==> config.mk <==
export PLATFORM = sky130hd
export DESIGN_NAME = axis_resync_upsizer
export DESIGN_NICKNAME = d
export VERILOG_FILES = /design/src/rtl/stream_pkg.sv /design/src/rtl/axis_fifo_sync.sv /design/src/rtl/axis_resync_upsizer.sv
export SDC_FILE = /design/constraint.sdc
export NUM_CORES = 1
export LEC_CHECK = 0
export BUFFER_PORTS_ARGS = -buffer_cell sky130_fd_sc_hd__buf_4
export CAP_MARGIN = 0
export CELL_PAD_IN_SITES_DETAIL_PLACEMENT = 1
export CELL_PAD_IN_SITES_GLOBAL_PLACEMENT = 1
export CORE_AREA = 3 3 142 158
export CTS_CLUSTER_DIAMETER = 150
export DETAILED_ROUTE_END_ITERATION = 10
export DIE_AREA = 0 0 145 161
export PLACE_DENSITY_LB_ADDON = 0.1
export REMOVE_ABC_BUFFERS = 1
export SKIP_LAST_GASP = 1
export SYNTH_ARGS = -nofsm -noshare
export SYNTH_HDL_FRONTEND = slang
export SYNTH_SLANG_ARGS = --single-unit
==> constraint.sdc <==
create_clock -name clk -period 5.2 [get_ports clk]
set_input_delay 1.04 -clock clk [delete_from_list [all_inputs] [get_ports clk]]
set_output_delay 1.04 -clock clk [all_outputs]
set_load 0.005 [all_outputs]
==> src/rtl/stream_pkg.sv <==
// Shared helpers for the stream width adapters: lane count and a
// minimum-one-bit ceil(log2) used to size counters and lane indices.
package stream_pkg;

  // Number of narrow beats that make up one wide word.
  function automatic int lanes(input int s, input int m);
    return (s > 0) ? (m / s) : 1;
  endfunction

  // ceil(log2(v)) but never below 1, so a counter always has a real bit.
  function automatic int log2c(input int v);
    int r;
    r = 1;
    while ((1 << r) < v) r++;
    return r;
  endfunction

endpackage

==> src/rtl/axis_fifo_sync.sv <==
// Small synchronous FIFO: power-of-2 depth, wrapping pointers, explicit
// level counter. Storage is reset so the head reads zero out of reset.
module axis_fifo_sync #(
  parameter int WIDTH = 32,
  parameter int DEPTH = 4
) (
  input  logic                       clk,
  input  logic                       arstn,
  input  logic                       push,
  input  logic [WIDTH-1:0]           wdata,
  input  logic                       rd_ready,
  output logic [WIDTH-1:0]           rdata,
  output logic                       valid,
  output logic                       full,
  output logic [$clog2(DEPTH+1)-1:0] level
);
  localparam int PW = $clog2(DEPTH);
  localparam int LW = $clog2(DEPTH + 1);

  logic [DEPTH-1:0][WIDTH-1:0] mem;
  logic [PW-1:0]               wr_ptr, rd_ptr;
  logic                        do_push, do_pop;

  assign valid   = (level != '0);
  assign full    = (level == LW'(DEPTH));
  assign do_pop  = valid && rd_ready;
  assign do_push = push && !full;
  assign rdata   = mem[rd_ptr];

  // Word storage, written at the tail.
  always_ff @(posedge clk or negedge arstn) begin
    if (!arstn)       mem <= '0;
    else if (do_push) mem[wr_ptr] <= wdata;
  end

  // Pointers wrap naturally because DEPTH is a power of 2.
  always_ff @(posedge clk or negedge arstn) begin
    if (!arstn) begin
      wr_ptr <= '0;
      rd_ptr <= '0;
    end else begin
      if (do_push) wr_ptr <= wr_ptr + 1'b1;
      if (do_pop)  rd_ptr <= rd_ptr + 1'b1;
    end
  end

  // Occupancy; simultaneous push and pop leaves it unchanged.
  always_ff @(posedge clk or negedge arstn) begin
    if (!arstn) level <= '0;
    else begin
      case ({do_push, do_pop})
        2'b10:   level <= level + 1'b1;
        2'b01:   level <= level - 1'b1;
        default: level <= level;
      endcase
    end
  end

endmodule

==> src/rtl/axis_resync_upsizer.sv <==
// Narrow-to-wide AXI-Stream packer with resync: a stalled partial word is
// dropped on idle timeout or explicit flush, and counted. First beat of a
// word lands in the MSBs. Completed words go through a small output FIFO.
module axis_resync_upsizer
  import stream_pkg::*;
#(
  parameter int S_WIDTH        = 8,
  parameter int M_WIDTH        = 32,
  parameter int FIFO_DEPTH     = 4,
  parameter int TIMEOUT_CYCLES = 1024,
  parameter int CNT_WIDTH      = 8
) (
  input  logic                              clk,
  input  logic                              arstn,
  input  logic [S_WIDTH-1:0]                s_axis_tdata,
  input  logic                              s_axis_tvalid,
  output logic                              s_axis_tready,
  output logic [M_WIDTH-1:0]                m_axis_tdata,
  output logic                              m_axis_tvalid,
  input  logic                              m_axis_tready,
  input  logic                              flush,
  output logic [CNT_WIDTH-1:0]              drop_count,
  output logic [$clog2(FIFO_DEPTH+1)-1:0]   fifo_level
);
  localparam int N      = lanes(S_WIDTH, M_WIDTH);
  localparam int LANE_W = log2c(N);
  localparam int IDLE_W = log2c(TIMEOUT_CYCLES + 1);

  if (M_WIDTH % S_WIDTH != 0) begin : g_err_width
    $error("axis_resync_upsizer: M_WIDTH must be a multiple of S_WIDTH");
  end
  if ((FIFO_DEPTH < 2) || ((FIFO_DEPTH & (FIFO_DEPTH - 1)) != 0)) begin : g_err_depth
    $error("axis_resync_upsizer: FIFO_DEPTH must be a power of 2 and >= 2");
  end

  logic [LANE_W-1:0]             lane_q, eff_lane;
  logic [IDLE_W-1:0]             idle_q;
  logic [N-1:0][S_WIDTH-1:0]     asm_q, asm_d;
  logic [M_WIDTH-1:0]            word_d;
  logic                          accept, last_lane, fifo_full;
  logic                          expire, flush_drop, drop, push;

  // Ready depends only on registered state: block only the word-completing beat when full.
  assign last_lane     = (lane_q == LANE_W'(N - 1));
  assign s_axis_tready = !last_lane || !fifo_full;
  assign accept        = s_axis_tvalid && s_axis_tready;

  // An accepted beat always beats the timeout in the same cycle.
  if (TIMEOUT_CYCLES == 0) begin : g_no_timeout
    assign expire = 1'b0;
  end else begin : g_timeout
    assign expire = (lane_q != '0) && !accept && (idle_q == IDLE_W'(TIMEOUT_CYCLES - 1));
  end

  // Flush restarts the word before a same-cycle beat is placed.
  assign flush_drop = flush && (lane_q != '0);
  assign drop       = flush_drop || expire;
  assign eff_lane   = flush_drop ? '0 : lane_q;
  assign push       = accept && (eff_lane == LANE_W'(N - 1));

  // Drop the incoming beat into its lane; lane k sits k slots below the MSB slot.
  always_comb begin
    asm_d = asm_q;
    for (int k = 0; k < N; k++)
      if (accept && (eff_lane == LANE_W'(k))) asm_d[N-1-k] = s_axis_tdata;
  end

  assign word_d = asm_d;

  // Assembly register; stale lanes are overwritten before they are ever pushed.
  always_ff @(posedge clk or negedge arstn) begin
    if (!arstn) asm_q <= '0;
    else        asm_q <= asm_d;
  end

  // Lane counter: advance per beat, wrap on word completion, zero on a drop.
  always_ff @(posedge clk or negedge arstn) begin
    if (!arstn)      lane_q <= '0;
    else if (accept) lane_q <= push ? '0 : eff_lane + 1'b1;
    else if (drop)   lane_q <= '0;
  end

  // Idle counter only runs while a partial word is waiting.
  always_ff @(posedge clk or negedge arstn) begin
    if (!arstn)                                 idle_q <= '0;
    else if (accept || (lane_q == '0) || drop)  idle_q <= '0;
    else                                        idle_q <= idle_q + 1'b1;
  end

  // Saturating count of discarded partial words; timeout+flush together count once.
  always_ff @(posedge clk or negedge arstn) begin
    if (!arstn)                         drop_count <= '0;
    else if (drop && (drop_count != '1)) drop_count <= drop_count + 1'b1;
  end

  axis_fifo_sync #(
    .WIDTH (M_WIDTH),
    .DEPTH (FIFO_DEPTH)
  ) u_fifo (
    .clk      (clk),
    .arstn    (arstn),
    .push     (push),
    .wdata    (word_d),
    .rd_ready (m_axis_tready),
    .rdata    (m_axis_tdata),
    .valid    (m_axis_tvalid),
    .full     (fifo_full),
    .level    (fifo_level)
  );

endmodule

==> results.py <==
metrics = {
    "hold_path": {
        "min_to": "u_fifo.mem[89]",
        "min_path_type": "reg -> reg",
        "hp-start": "u_fifo.mem[89]",
        "whs_path_depth": 2,
    },
    "placement": {
        "dpl_cell_area_um2": 8560,
        "routabilityCongestion": 0.748,
        "place_inst": 958,
        "numPortBuffers": 57,
        "dp_hpwl_um": 11000,
    },
    "clock_tree": {
        "cts-hold-fix-buffers": 0,
        "numCtsBuffers": 17,
        "postCtsSetupBuffers": 0,
        "clock_sinks": 180,
        "clkTransAtPathRegs_ps": 70,
        "htreeDepth": 4,
        "cts_max_path_buffers": 2,
        "cts_root_buffer": "clkbuf_16",
        "insertion_delay_ps": 420,
        "cts_tree": "done",
        "cts.repair.resized": 0,
    },
    "timing": {
        "slew_violations": 0,
        "setup_violations": 0,
        "setup_tns_ps": 0,
        "rsz0062_at_grt": "no",
        "finalCriticalPeriod_ps": 3540,
        "relSlewSlack_pct": 31.2,
        "fin_crit_sh_pct": 68.1,
        "max_freq_mhz": 282,
        "final_hold_viol_count": 0,
        "whs_ps": 478,
        "worst_pin_slew_ps": 1030,
        "finClkSkew_ps": 10.7,
    },
    "critical_path": {
        "r2r-end": "u_fifo.mem[41]",
        "reg2reg_slack_ps": 2230,
        "critPathKind": "reg -> out",
        "cpMostUsedCell": "buf_4",
        "r2r-start": "lane_q[0]",
        "worstPathRequired_ps": 4160,
        "reg2regPathDepth": 9,
        "cp-start-kind": "flop",
        "worstPathArrival_ps": 2500,
        "crit_slowest_cell": "dfrtp_2",
        "cp_cell_sequence": "buf_4 -> mux4_2 -> buf_4",
        "crit_fanout": 20,
        "critPathLaunch": "u_fifo.rd_ptr[0]",
        "end_kind": "output pin",
        "max_stage_delay_ps": 850,
    },
    "power": {
        "combPwrFrac_pct": 22.8,
        "power.switching_mw": 1.26,
        "sw_frac_of_total_pct": 29.5,
        "power_density_nw_per_um2": 464,
        "power_frac_seq_pct": 45.6,
        "peakVddDrop_mv": 0.200,
        "leakage_nw": 4.25,
        "p_int_mw": 3.00,
        "clkPwrFrac_pct": 31.6,
    },
    "logic_synthesis": {
        "synth_area_per_cell_um2": 12.3,
        "synthTopCellsByArea": "dfrtp_1 (57%), mux4_2 (9.1%), o21ai_0 (5.8%)",
        "synth_top_area_share_pct": 57.2,
        "ys.flop_type": "dfrtp_1",
        "async_reset_ff_share_pct": 100,
        "ys_ff_latch": 180,
        "synth_area_um2": 7880,
        "ys_warn_count": 0,
        "syn_inst": 640,
        "yosys.area.top_type": "dfrtp_1",
        "synth_edf_count": 0,
        "ys_types": 42,
        "ys_seq_area_share_pct": 57.2,
    },
    "routing": {
        "wire_per_inst_um": 17.8,
        "vias": 4914,
        "wirelength_um": 17700,
        "drc": 0,
        "ant_nets": 0,
        "firstDrtPassIters": 4,
        "vias_per_cell": 4.96,
        "drt-initial-drc-count": 204,
    },
    "global_route": {
        "grt_max_degree": 181,
        "grt_pass1_wl_um": 29700,
        "grt_overflow": 0,
        "grt_pass1_vias": 5576,
        "antenna_found_initial": 0,
        "grtUsageTotal_pct": 16.0,
    },
    "floorplan": {
        "dieArea_um2": 23300,
        "core_area_um2": 21100,
        "initial_utilization_pct": 37.4,
        "ios": 58,
        "row_count": 56,
        "die_h_um": 161,
        "die_x_um": 145,
    },
    "final_layout": {
        "regArea_um2": 4510,
        "finalNonFillerCells": 990,
        "finalNetCount": 712,
        "multi_input_area_um2": 3070,
        "drive_gt1_share_pct": 28.1,
        "final_cell_area_um2": 9180,
        "utilization_pct": 43.5,
        "nFillCells": 2218,
        "antennaDiodeCount": 0,
        "syn_to_final_growth_pct": 16.5,
    },
    "outcome": {
        "status": "completed",
    },
    "flow_run": {
        "cap_violations": 0,
    },
}
kinds of logic after synthesis:
| logic type | count (synthesis) | synth area share [%] |
|---|---|---|
| AO/OA/AOI/OAI | 116 | 8.19 |
| multiplexers | 90 | 18.0 |
| flip-flops | 180 | 57.2 |
| buffers and inverters | 70 | 4.03 |
| adder cells (fa/ha/maj) | 12 | 2.00 |
| XOR/XNOR | 15 | 1.67 |
| AND/OR/NAND/NOR | 157 | 8.92 |
cells in the mapped netlist, types with 2 or more instances:
master and count:
inv_1 34, dfrtp_1 180, a31oi_2 2, a31oi_1 2, o21ai_1 9, mux2i_1 4
nand2b_1 2, mux2i_2 20, and3_1 4, clkbuf_1 24, buf_8 2, ha_1 11
buf_2 7, o21ai_0 91, xor2_1 8, xnor2_1 7, or3_1 2, nand4_1 4
nand2_1 113, and2_4 4, o21a_1 2, nand3_1 5, a41oi_1 2, and2_1 4
mux4_2 32, nor2_1 13, o31ai_1 4, mux2_2 34
how the worst max path moves through the flow:
stage / end / slack [ps] / cells after the start
2_1_floorplan: u_fifo.mem[100] / 2020 / 7
3_3_place_gp: u_fifo.mem[9] / 1690 / 10
3_5_place_dp: u_fifo.mem[41] / 1540 / 10
4_1_cts: m_axis_tdata[25] / 1550 / 3
5_1_grt: m_axis_tdata[25] / 1470 / 3
6_report: m_axis_tdata[25] / 1660 / 3
power by group through the flow:
stage	registers, mW	clock network, mW	logic (mW)
final	1.94	1.35	0.970
after global routing	1.99	1.45	1.09
after CTS	1.95	1.38	1.00
after detailed placement	1.97	0	0.998
after global placement	1.95	0	0.960
after floorplan	1.92	0	0.589
layer usage:
layer / vias up / GRT usage [%] / share of wire [%]
li1: 2294 / - / -
met1: 2553 / 20.4 / 45
met2: 59 / 27.9 / 51
met3: 8 / 3.70 / 2.9
met4: 0 / 3.80 / 0.70
met5: - / 0 / 0
registers in the layout, summed over array words and instances, names as in the netlist:
signal,count
asm_q,24
u_fifo.rd_ptr,2
lane_q,2
drop_count,8
u_fifo.wr_ptr,2
u_fifo.mem,128
u_fifo.level,3
idle_q,11
cells in the final DEF, fill, tap and decap left out, types with 13 or more instances in the layout:
master,instances
nand2_1,109
inv_1,34
clkbuf_16,17
dfrtp_1,179
nor2_1,13
mux2_2,34
o21ai_0,91
mux4_2,32
mux2i_2,20
buf_4,62
worst max-delay path: cells and delay by family (launching register included):
kind / cells / cell delay, ps
buffers and inverters: 2 / 610
DFF: 1 / 850
muxes: 1 / 600
per-stage QoR:
stage                     worst slack, ps  power [mW]
final                                1660        4.26
after detailed placement             1540        2.97
after global placement               1690        2.91
after floorplan                      2020        2.51
after global routing                 1470        4.54
after CTS                            1550        4.34
cell type report:
cell class                      count  area share (%)
Clock inverter                     13            1.99
Clock buffer                       19            4.72
Sequential cell                   180            49.1
Inverter                           34            1.39
Tap cell                          290            3.95
Timing Repair Buffer               64            5.41
Multi-Input combinational cell    390            33.4
Power figures use the tool's default switching activity.
